[src/rtl/bin2bcd_pkg.sv]
// Shared types and constants for the sequential binary-to-BCD converter.
//   state_e  : converter FSM states (idle, shifting, result load)
//   BCD_MAX  : largest value representable in four BCD digits
//   BCD_SAT  : packed-BCD word shown when a saturating build overflows
//   DIGIT_W  : bits per BCD digit
package bin2bcd_pkg;

   typedef enum logic [1:0] {
      StIdle,
      StShift,
      StDone
   } state_e;

   localparam int unsigned BCD_MAX = 9999;
   localparam logic [15:0] BCD_SAT = 16'h9999;
   localparam int unsigned DIGIT_W = 4;

endpackage

[src/rtl/bin2bcd_seq_if.sv]
// Request/result bundle between a value producer and bin2bcd_seq.
//   start    : conversion request (producer -> converter)
//   bin      : unsigned binary value (producer -> converter)
//   busy     : converter not idle
//   done     : one-cycle pulse, bcd/overflow just updated
//   bcd      : packed BCD, digit 0 in [3:0]
//   overflow : last accepted bin exceeded 9999
// master = producer side, slave = converter side.
interface bin2bcd_seq_if #(
   parameter int unsigned BIN_W  = 14,
   parameter int unsigned DIGITS = 4
);
   logic                  start;
   logic [BIN_W-1:0]      bin;
   logic                  busy;
   logic                  done;
   logic [4*DIGITS-1:0]   bcd;
   logic                  overflow;

   modport master (
      output start, bin,
      input  busy, done, bcd, overflow
   );

   modport slave (
      input  start, bin,
      output busy, done, bcd, overflow
   );
endinterface

[src/rtl/bcd_digit_adj.sv]
// One double-dabble digit correction: adds 3 when the digit is 5 or more, so
// that the following left shift carries correctly into the next decade.
//   din  : BCD digit before correction
//   dout : corrected digit
module bcd_digit_adj
   import bin2bcd_pkg::*;
(
   input  logic [DIGIT_W-1:0] din,
   output logic [DIGIT_W-1:0] dout
);

   always_comb begin
      dout = din;
      if (din >= DIGIT_W'(5)) begin
         dout = din + DIGIT_W'(3);
      end
   end

endmodule

[src/rtl/bin2bcd_seq.sv]
// Sequential binary-to-BCD converter (shift-and-add-3, one bit per clock).
// The bcd/overflow outputs only change when a conversion completes, so a
// display fed from bcd never shows partial results.
//   clk : system clock, rising edge
//   RST : synchronous active-low reset
//   bus : bin2bcd_seq_if.slave (start/bin in; busy/done/bcd/overflow out)
// Build option: BIN2BCD_SAT_EN -- when defined, an out-of-range input loads
// bcd with 9999 instead of the modulo-10000 value.
module bin2bcd_seq
   import bin2bcd_pkg::*;
#(
   parameter int unsigned BIN_W  = 14,
   parameter int unsigned DIGITS = 4
) (
   input  logic          clk,
   input  logic          RST,
   bin2bcd_seq_if.slave  bus
);

   localparam int unsigned SCR_W = DIGIT_W * DIGITS;
   localparam int unsigned CNT_W = (BIN_W > 1) ? $clog2(BIN_W) : 1;

   state_e             state_q, state_d;
   logic [CNT_W-1:0]   cnt_q, cnt_d;
   logic [BIN_W-1:0]   shift_q, shift_d;
   logic [SCR_W-1:0]   scr_q, scr_d, scr_adj;
   logic [SCR_W-1:0]   bcd_q, bcd_d;
   logic               ovf_flag_q, ovf_flag_d;
   logic               overflow_q, overflow_d;
   logic               done_q, done_d;

   for (genvar g = 0; g < DIGITS; g++) begin : g_digit
      bcd_digit_adj u_adj (
         .din  (scr_q[g*DIGIT_W +: DIGIT_W]),
         .dout (scr_adj[g*DIGIT_W +: DIGIT_W])
      );
   end

   always_comb begin
      state_d    = state_q;
      cnt_d      = cnt_q;
      shift_d    = shift_q;
      scr_d      = scr_q;
      bcd_d      = bcd_q;
      ovf_flag_d = ovf_flag_q;
      overflow_d = overflow_q;
      done_d     = 1'b0;

      unique case (state_q)
         StIdle: begin
            if (bus.start) begin
               shift_d    = bus.bin;
               scr_d      = '0;
               cnt_d      = CNT_W'(BIN_W - 1);
               ovf_flag_d = (32'(bus.bin) > BCD_MAX);
               state_d    = StShift;
            end
         end
         StShift: begin
            // Carries out of the top digit fall off: result is bin mod 10^DIGITS.
            {scr_d, shift_d} = {scr_adj, shift_q} << 1;
            if (cnt_q == '0) begin
               state_d = StDone;
            end else begin
               cnt_d = cnt_q - CNT_W'(1);
            end
         end
         StDone: begin
`ifdef BIN2BCD_SAT_EN
            bcd_d = ovf_flag_q ? SCR_W'(BCD_SAT) : scr_q;
`else
            bcd_d = scr_q;
`endif
            overflow_d = ovf_flag_q;
            done_d     = 1'b1;
            state_d    = StIdle;
         end
         default: begin
            state_d = StIdle;
         end
      endcase
   end

   always_ff @(posedge clk) begin
      if (!RST) begin
         state_q    <= StIdle;
         cnt_q      <= '0;
         shift_q    <= '0;
         scr_q      <= '0;
         bcd_q      <= '0;
         ovf_flag_q <= 1'b0;
         overflow_q <= 1'b0;
         done_q     <= 1'b0;
      end else begin
         state_q    <= state_d;
         cnt_q      <= cnt_d;
         shift_q    <= shift_d;
         scr_q      <= scr_d;
         bcd_q      <= bcd_d;
         ovf_flag_q <= ovf_flag_d;
         overflow_q <= overflow_d;
         done_q     <= done_d;
      end
   end

   // done is registered so it rises in the first idle cycle, as busy falls.
   assign bus.busy     = (state_q != StIdle);
   assign bus.done     = done_q;
   assign bus.bcd      = bcd_q;
   assign bus.overflow = overflow_q;

endmodule

[src/flat_wrapper.sv]
// flat-port wrapper written by rule: the top's interface ports become plain ports
module bin2bcd_seq_flat import bin2bcd_pkg::*;
#(
   parameter int unsigned BIN_W  = 14,
   parameter int unsigned DIGITS = 4
)
  (clk, RST, bus_start, bus_bin, bus_busy, bus_done, bus_bcd, bus_overflow);
  bin2bcd_seq_if #(.BIN_W(BIN_W), .DIGITS(DIGITS)) bus_i ();
  input  logic clk;
  input  logic RST;
  input wire logic [$bits(bus_i.start)-1:0] bus_start;
  input wire logic [$bits(bus_i.bin)-1:0] bus_bin;
  output wire logic [$bits(bus_i.busy)-1:0] bus_busy;
  output wire logic [$bits(bus_i.done)-1:0] bus_done;
  output wire logic [$bits(bus_i.bcd)-1:0] bus_bcd;
  output wire logic [$bits(bus_i.overflow)-1:0] bus_overflow;
  assign bus_i.start = bus_start;
  assign bus_i.bin = bus_bin;
  assign bus_busy = bus_i.busy;
  assign bus_done = bus_i.done;
  assign bus_bcd = bus_i.bcd;
  assign bus_overflow = bus_i.overflow;
  bin2bcd_seq #(.BIN_W(BIN_W), .DIGITS(DIGITS)) u_core (.clk(clk), .RST(RST), .bus(bus_i));
endmodule
[config.mk]
export PLATFORM = sky130hd
export DESIGN_NAME = bin2bcd_seq_flat
export DESIGN_NICKNAME = d
export VERILOG_FILES = /design/src/rtl/bin2bcd_pkg.sv /design/src/rtl/bin2bcd_seq_if.sv /design/src/rtl/bcd_digit_adj.sv /design/src/rtl/bin2bcd_seq.sv /design/src/flat_wrapper.sv
export SDC_FILE = /design/constraint.sdc
export NUM_CORES = 1
export LEC_CHECK = 0
export ABC_AREA = 1
export BUFFER_PORTS_ARGS = -buffer_cell sky130_fd_sc_hd__buf_2
export CORE_ASPECT_RATIO = 0.5
export CORE_MARGIN = 3
export CORE_UTILIZATION = 45
export DETAILED_ROUTE_END_ITERATION = 8
export GPL_ROUTABILITY_DRIVEN = 0
export HOLD_SLACK_MARGIN = 0.05
export PLACE_DENSITY = 0.76
export SYNTH_ARGS = -nofsm -noshare
export SYNTH_HDL_FRONTEND = slang
export SYNTH_SLANG_ARGS = --single-unit
[constraint.sdc]
create_clock -name clk -period 1.83 [get_ports clk]
set_clock_uncertainty 0.05 [all_clocks]
set_input_delay 0.2745 -clock clk [delete_from_list [all_inputs] [get_ports clk]]
set_output_delay 0.2745 -clock clk [all_outputs]
set_load 0.005 [all_outputs]
### After elaboration in Yosys (flattened, before gate mapping)

Cells that the tools add are included.

| word-level totals | value |
|---|---|
| bits of input ports | 17 |
| register bits after elaboration | 55 |

| operators by class | value |
|---|---|
| multiplexer cells | 15 |
| order comparisons | 5 |
| reductions and logical operators | 8 |
| $add $sub $neg | 5 |
| equal/unequal tests | 5 |

Operators with widths:

| operator | number |
|---|---|
| $pmux 16 s2 | 1 |
| $pmux 14 s2 | 1 |
| $mux 4 | 5 |
| $ge 4x3->1 const B | 4 |
| $mux 16 | 1 |
| $gt 14x14->1 const B | 1 |
| $mux 14 | 1 |
| $add 4x2->4 const B | 3 |
| $pmux 4 s2 | 1 |
| $reduce_and 2->1 | 3 |
| $logic_not 4->1 | 1 |
| $mux 2 | 2 |
| $ne 2x2->1 const B | 2 |
| $pmux 2 s2 | 1 |
| $reduce_bool 2->1 | 2 |
| $sub 4x1->4 const B | 1 |
| $add 3x2->3 const B | 1 |
| $mux 3 | 1 |
| $reduce_and 3->1 | 1 |
| $eq 2x1->1 const B | 1 |
| $eq 2x2->1 const B | 1 |
| $logic_not 2->1 | 1 |
| $ne 2x1->1 const B | 1 |
| $mux 1 | 1 |

### Logic depth before layout (Yosys ltp)

| logic depth | value |
|---|---|
| depth after elaboration | 3 |
| gate-level depth with buffers | 9 |
| depth with buffers taken out | 9 |

### Cells and area by module

Synthesis repeated with hierarchy kept, for this count alone.

| unflattened totals | value |
|---|---|
| cells, all modules | 360 |
| area, all modules | 2675.1 µm² |

By module, submodules not included:

| module | times used | seq. area each (µm²) | cells each | area an instance (µm²) |
|---|---|---|---|---|
| bin2bcd_seq | 1 | 1101.1 | 268 | 2134.5 |
| bcd_digit_adj | 4 | 0.0 | 23 | 135.1 |

### Worst setup path after synthesis

Ideal clock, no wire load.

| timing path | value |
|---|---|
| kind | flip-flop to flip-flop |
| from | register u_core.scr_q[0] |
| to | register u_core.scr_q[4] |
| period minus slack after synthesis | 1.205 ns |
| buffers on the path | 0 |
| data required time | 1.715 ns |
| path slack | 0.625 ns |
| cell stages (with the launch flop) | 10 |
| setup time | 0.065 ns |
| arrival | 1.090 ns |
| path through | dfxtp_1 inv_1 ha_1 inv_1 nand2_1 nand3_1 nand2_1 nor2_1 nor2_1 nor2_1 |

| between the ends | value |
|---|---|
| word-level cells in the longest chain between the ends | 3 |
| elaborated cells on any way between the ends | 4 |
| classes of those cells | 1 x add/sub; 1 x order compare; 2 x mux |

Ends and longest elaborated chain:

| item | RTL line | RTL |
|---|---|---|
| from (decl) | bin2bcd_seq.sv:26 | `logic [SCR_W-1:0] scr_q, scr_d, scr_adj;` |
| from (signal assigned) | bin2bcd_seq.sv:98 | `scr_q <= scr_d;` |
| $add 4x2->4 / $ge 4x3->1 (equally long branches) | bcd_digit_adj.sv:15, bcd_digit_adj.sv:14 |  |
| $mux 4 * | bcd_digit_adj.sv:14 | `if (din >= DIGIT_W'(5)) begin` |
| $pmux 16 s2 * | bin2bcd_seq.sv:49 | `unique case (state_q)` |

Every way passes the cells marked *; elsewhere a longest branch is shown, timed or not.
A chain may end at the register's enable or synchronous reset.

### Worst setup path in the final report

| timing path | value |
|---|---|
| from | register u_core.state_q[0] |
| to | register u_core.scr_q[4] |

| between the ends | value |
|---|---|
| word-level cells in the longest chain between the ends | 3 |
| elaborated cells on any way between the ends | 6 |
| classes of those cells | 2 x eq/ne; 1 x mux; 3 x reduce/logical |

Ends and longest elaborated chain:

| item | RTL line | RTL |
|---|---|---|
| from (decl) | bin2bcd_seq.sv:23 | `state_e state_q, state_d;` |
| from (signal assigned) | bin2bcd_seq.sv:86 | `state_q <= StIdle;` |
| from (signal assigned) | bin2bcd_seq.sv:95 | `state_q <= state_d;` |
| $eq 2x1->1 / $logic_not 2->1 (equally long branches) | bin2bcd_seq.sv:49 |  |
| $reduce_bool 2->1 (no source line) / $ne 2x2->1 (equally long branches) | -- |  |
| $reduce_and 2->1 (no source line) | -- |  |

Parallel ways exist; a longest one is shown, timed or not.

==> results.cfg <==
[sta]
hold_viol = 0
fmax_ghz = 0.665
layout_min_cycle_time_ps = 1500
relSlewSlack = 0.714
period_share = 0.822
slew_viol_final = 0
tns_ps = 0
setup_viol = 0
rsz0062_at_grt = no
worst_pin_slew_ps = 427

[status]
status = finished, final reports clean

[critical_path]
r2r_cells = 8
worst-endpoint-required_ps = 1960
worstPathArrival_ps = 1630
crit_type = reg2reg
cp-start-kind = flip-flop
cp_max_fo = 22
r2r-end = u_core.scr_q[4]$_SDFFE_PN0P_
rr_startpoint = u_core.state_q[0]$_SDFFE_PN0P_
end_kind = flip-flop
timing.reg2reg.setup_slack_ps = 330

[cts]
ctsRootBufferMaster = clkbuf_16
cts_tree = done
clkTransAtPathRegs_ps = 70
cts_resized = 0
clockBufferDepth = 2
postCtsSetupBuffers = 0
cts_buffers = 5
clock-sinks = 55
ctsHoldBuffers = 0
worstSkewPairLatency_ps = 290
htree_levels = 2

[pwr]
p_leak_nw = 1.37
ir_drop_uv = 523
p_per_area_nw_per_um2 = 936

[min_path]
hp-class = in2reg
min_to = u_core.shift_q[0]$_SDFFE_PN0P_
min_path_cells = 3
hp-start = bus_bin[0]

[place]
dp_hpwl_mm = 3.53
dp_cells = 468
numPortBuffers = 35

[floorplanning]
start_util = 0.491
coreArea_um2 = 5200
placementRows = 18
die-area_um2 = 6670
die_h_um = 59.3
die_w_um = 113
ios = 36

[synthesis]
syn_inst = 373
synth_edf_count = 0
synth_top_cell_by_area = dfxtp_1
yosysUniqueCellTypes = 19
synth_nets = 399
syn-cell-area_um2 = 2550
ys_warn_count = 0
synth_common_cells = 127 x nand2_1, 55 x dfxtp_1, 45 x a21oi_1, 30 x inv_1
ys.flop_type = dfxtp_1
synth_top_area_share = 0.431
ys_seq_area_frac = 0.431
ys_seq_elements = 55
synth_area_leaders = dfxtp_1 43%, nand2_1 19%, a21oi_1 8.8%
async_flop_share = 0
avgSynthCellArea_um2 = 6.85
yosysMostFrequentCell = nand2_1

[drt]
drc = 0
drt-initial-drc-count = 107
vias_per_cell = 5.00
via_count = 2373
wl_per_cell_um = 11.0
final_antenna_net_count = 0
drt-total-wl_mm = 5.21
drtPass1Iterations = 4

[cells_and_area]
final_net_count = 431
diodes = 0
layout-drive-gt1-share = 0.131
area_delta_synth_final_pct = 15.9
layoutNonFillerInstCount = 475

[global_routing]
grt_first_pass_wirelength_mm = 8.80
grt_usage = 0.161
antenna_found_initial = 0
gr-total-overflow = 0
grt_max_degree = 33
grt_pass1_vias = 2075

[job]
max_cap_violations = 0
-- area by class of cell --
type                    count  area (um^2)
inverters                  34          128
multi-input cells         268         1250
flip-flops and latches     55         1100
repair buffers             41          233
clock buffers               6          129
clock inverters             1         30.0
well taps                  70         87.6
fillers                   481         2240
-- worst max path at each step --
stage                                              start  slack [ps]                            to  cells after the start
after global routing      u_core.state_q[0]$_SDFFE_PN0P_         200  u_core.scr_q[4]$_SDFFE_PN0P_                      8
after CTS                 u_core.state_q[0]$_SDFFE_PN0P_         340  u_core.scr_q[4]$_SDFFE_PN0P_                      8
after detailed placement  u_core.state_q[0]$_SDFFE_PN0P_         380  u_core.scr_q[4]$_SDFFE_PN0P_                      8
after floorplan             u_core.scr_q[0]$_SDFFE_PN0P_         630  u_core.scr_q[4]$_SDFFE_PN0P_                      9
after global placement    u_core.state_q[0]$_SDFFE_PN0P_         410  u_core.scr_q[4]$_SDFFE_PN0P_                      8
final                     u_core.state_q[0]$_SDFFE_PN0P_         330  u_core.scr_q[4]$_SDFFE_PN0P_                      8
-- where the power goes --
part           switching (mW)  internal, mW  total (mW)
combinational           0.263         0.153       0.416
sequential             0.0406          1.27        1.31
clock                   0.402         0.639        1.04
total                   0.705          2.07        2.77
-- critical path: stages (launching register included) --
cell and delay (ps):
dfxtp_1 380, inv_2 70, nor2_4 340, a21oi_4 140, buf_12 190, nand2_1 60, inv_1 40, nor2_1 90
nor2_1 40
-- metal layers --
layer,GRT usage,up-vias,part of all wire
li1,-,1260,-
met1,0.203,1064,0.51
met2,0.274,45,0.44
met3,0.0408,4,0.041
met4,0.0599,0,0.0088
met5,0,-,0
-- metrics by stage --
stage          area (um^2)   util  setup WS [ps]  total power, mW  hold slack (ps)
3_5_place_dp          2800  0.538            376             1.76              403
2_1_floorplan         2550      -            625             1.63              389
6_report              2960  0.569            325             2.77              247
4_1_cts               2960  0.569            344             2.79              227
3_3_place_gp          2800  0.538            412             1.75              401
5_1_grt               2960  0.569            200             2.90              260
-- state kept, by name (all words and copies together) (netlist names) --
| name | flops |
|---|---|
| u_core.bus.bcd | 16 |
| u_core.scr_q | 16 |
| u_core.shift_q | 14 |
| u_core.cnt_q | 4 |
| u_core.state_q | 2 |
| u_core.bus.done | 1 |
| u_core.bus.overflow | 1 |
| u_core.ovf_flag_q | 1 |
-- logic make-up after synthesis --
family          count (synthesis)  share of synthesized area
simple gates                  188                      0.301
buf+inv                        50                     0.0784
fa+ha+maj                       9                     0.0441
flops                          55                      0.431
compound gates                 71                      0.146
-- layout by cell type (no fill, tap or decap) --
cell | netlist | final
clkbuf_16 | 0 | 5
a22oi_1 | 1 | 1
buf_4 | 0 | 5
dfxtp_1 | 55 | 55
bufinv_16 | 0 | 1
clkinv_1 | 1 | 1
a21oi_4 | 1 | 1
buf_12 | 0 | 1
nor2_1 | 25 | 25
o21ai_0 | 23 | 23
nor2_2 | 1 | 1
clkbuf_1 | 6 | 1
nand2_1 | 127 | 127
nand3_1 | 25 | 25
inv_2 | 3 | 3
o211ai_1 | 1 | 1
a21oi_1 | 45 | 45
nor2_4 | 1 | 1
inv_1 | 30 | 30
ha_1 | 9 | 9
nand4_1 | 8 | 8
buf_2 | 10 | 35
nor3_1 | 1 | 1
Note: power is estimated with default switching activity, not from simulation.
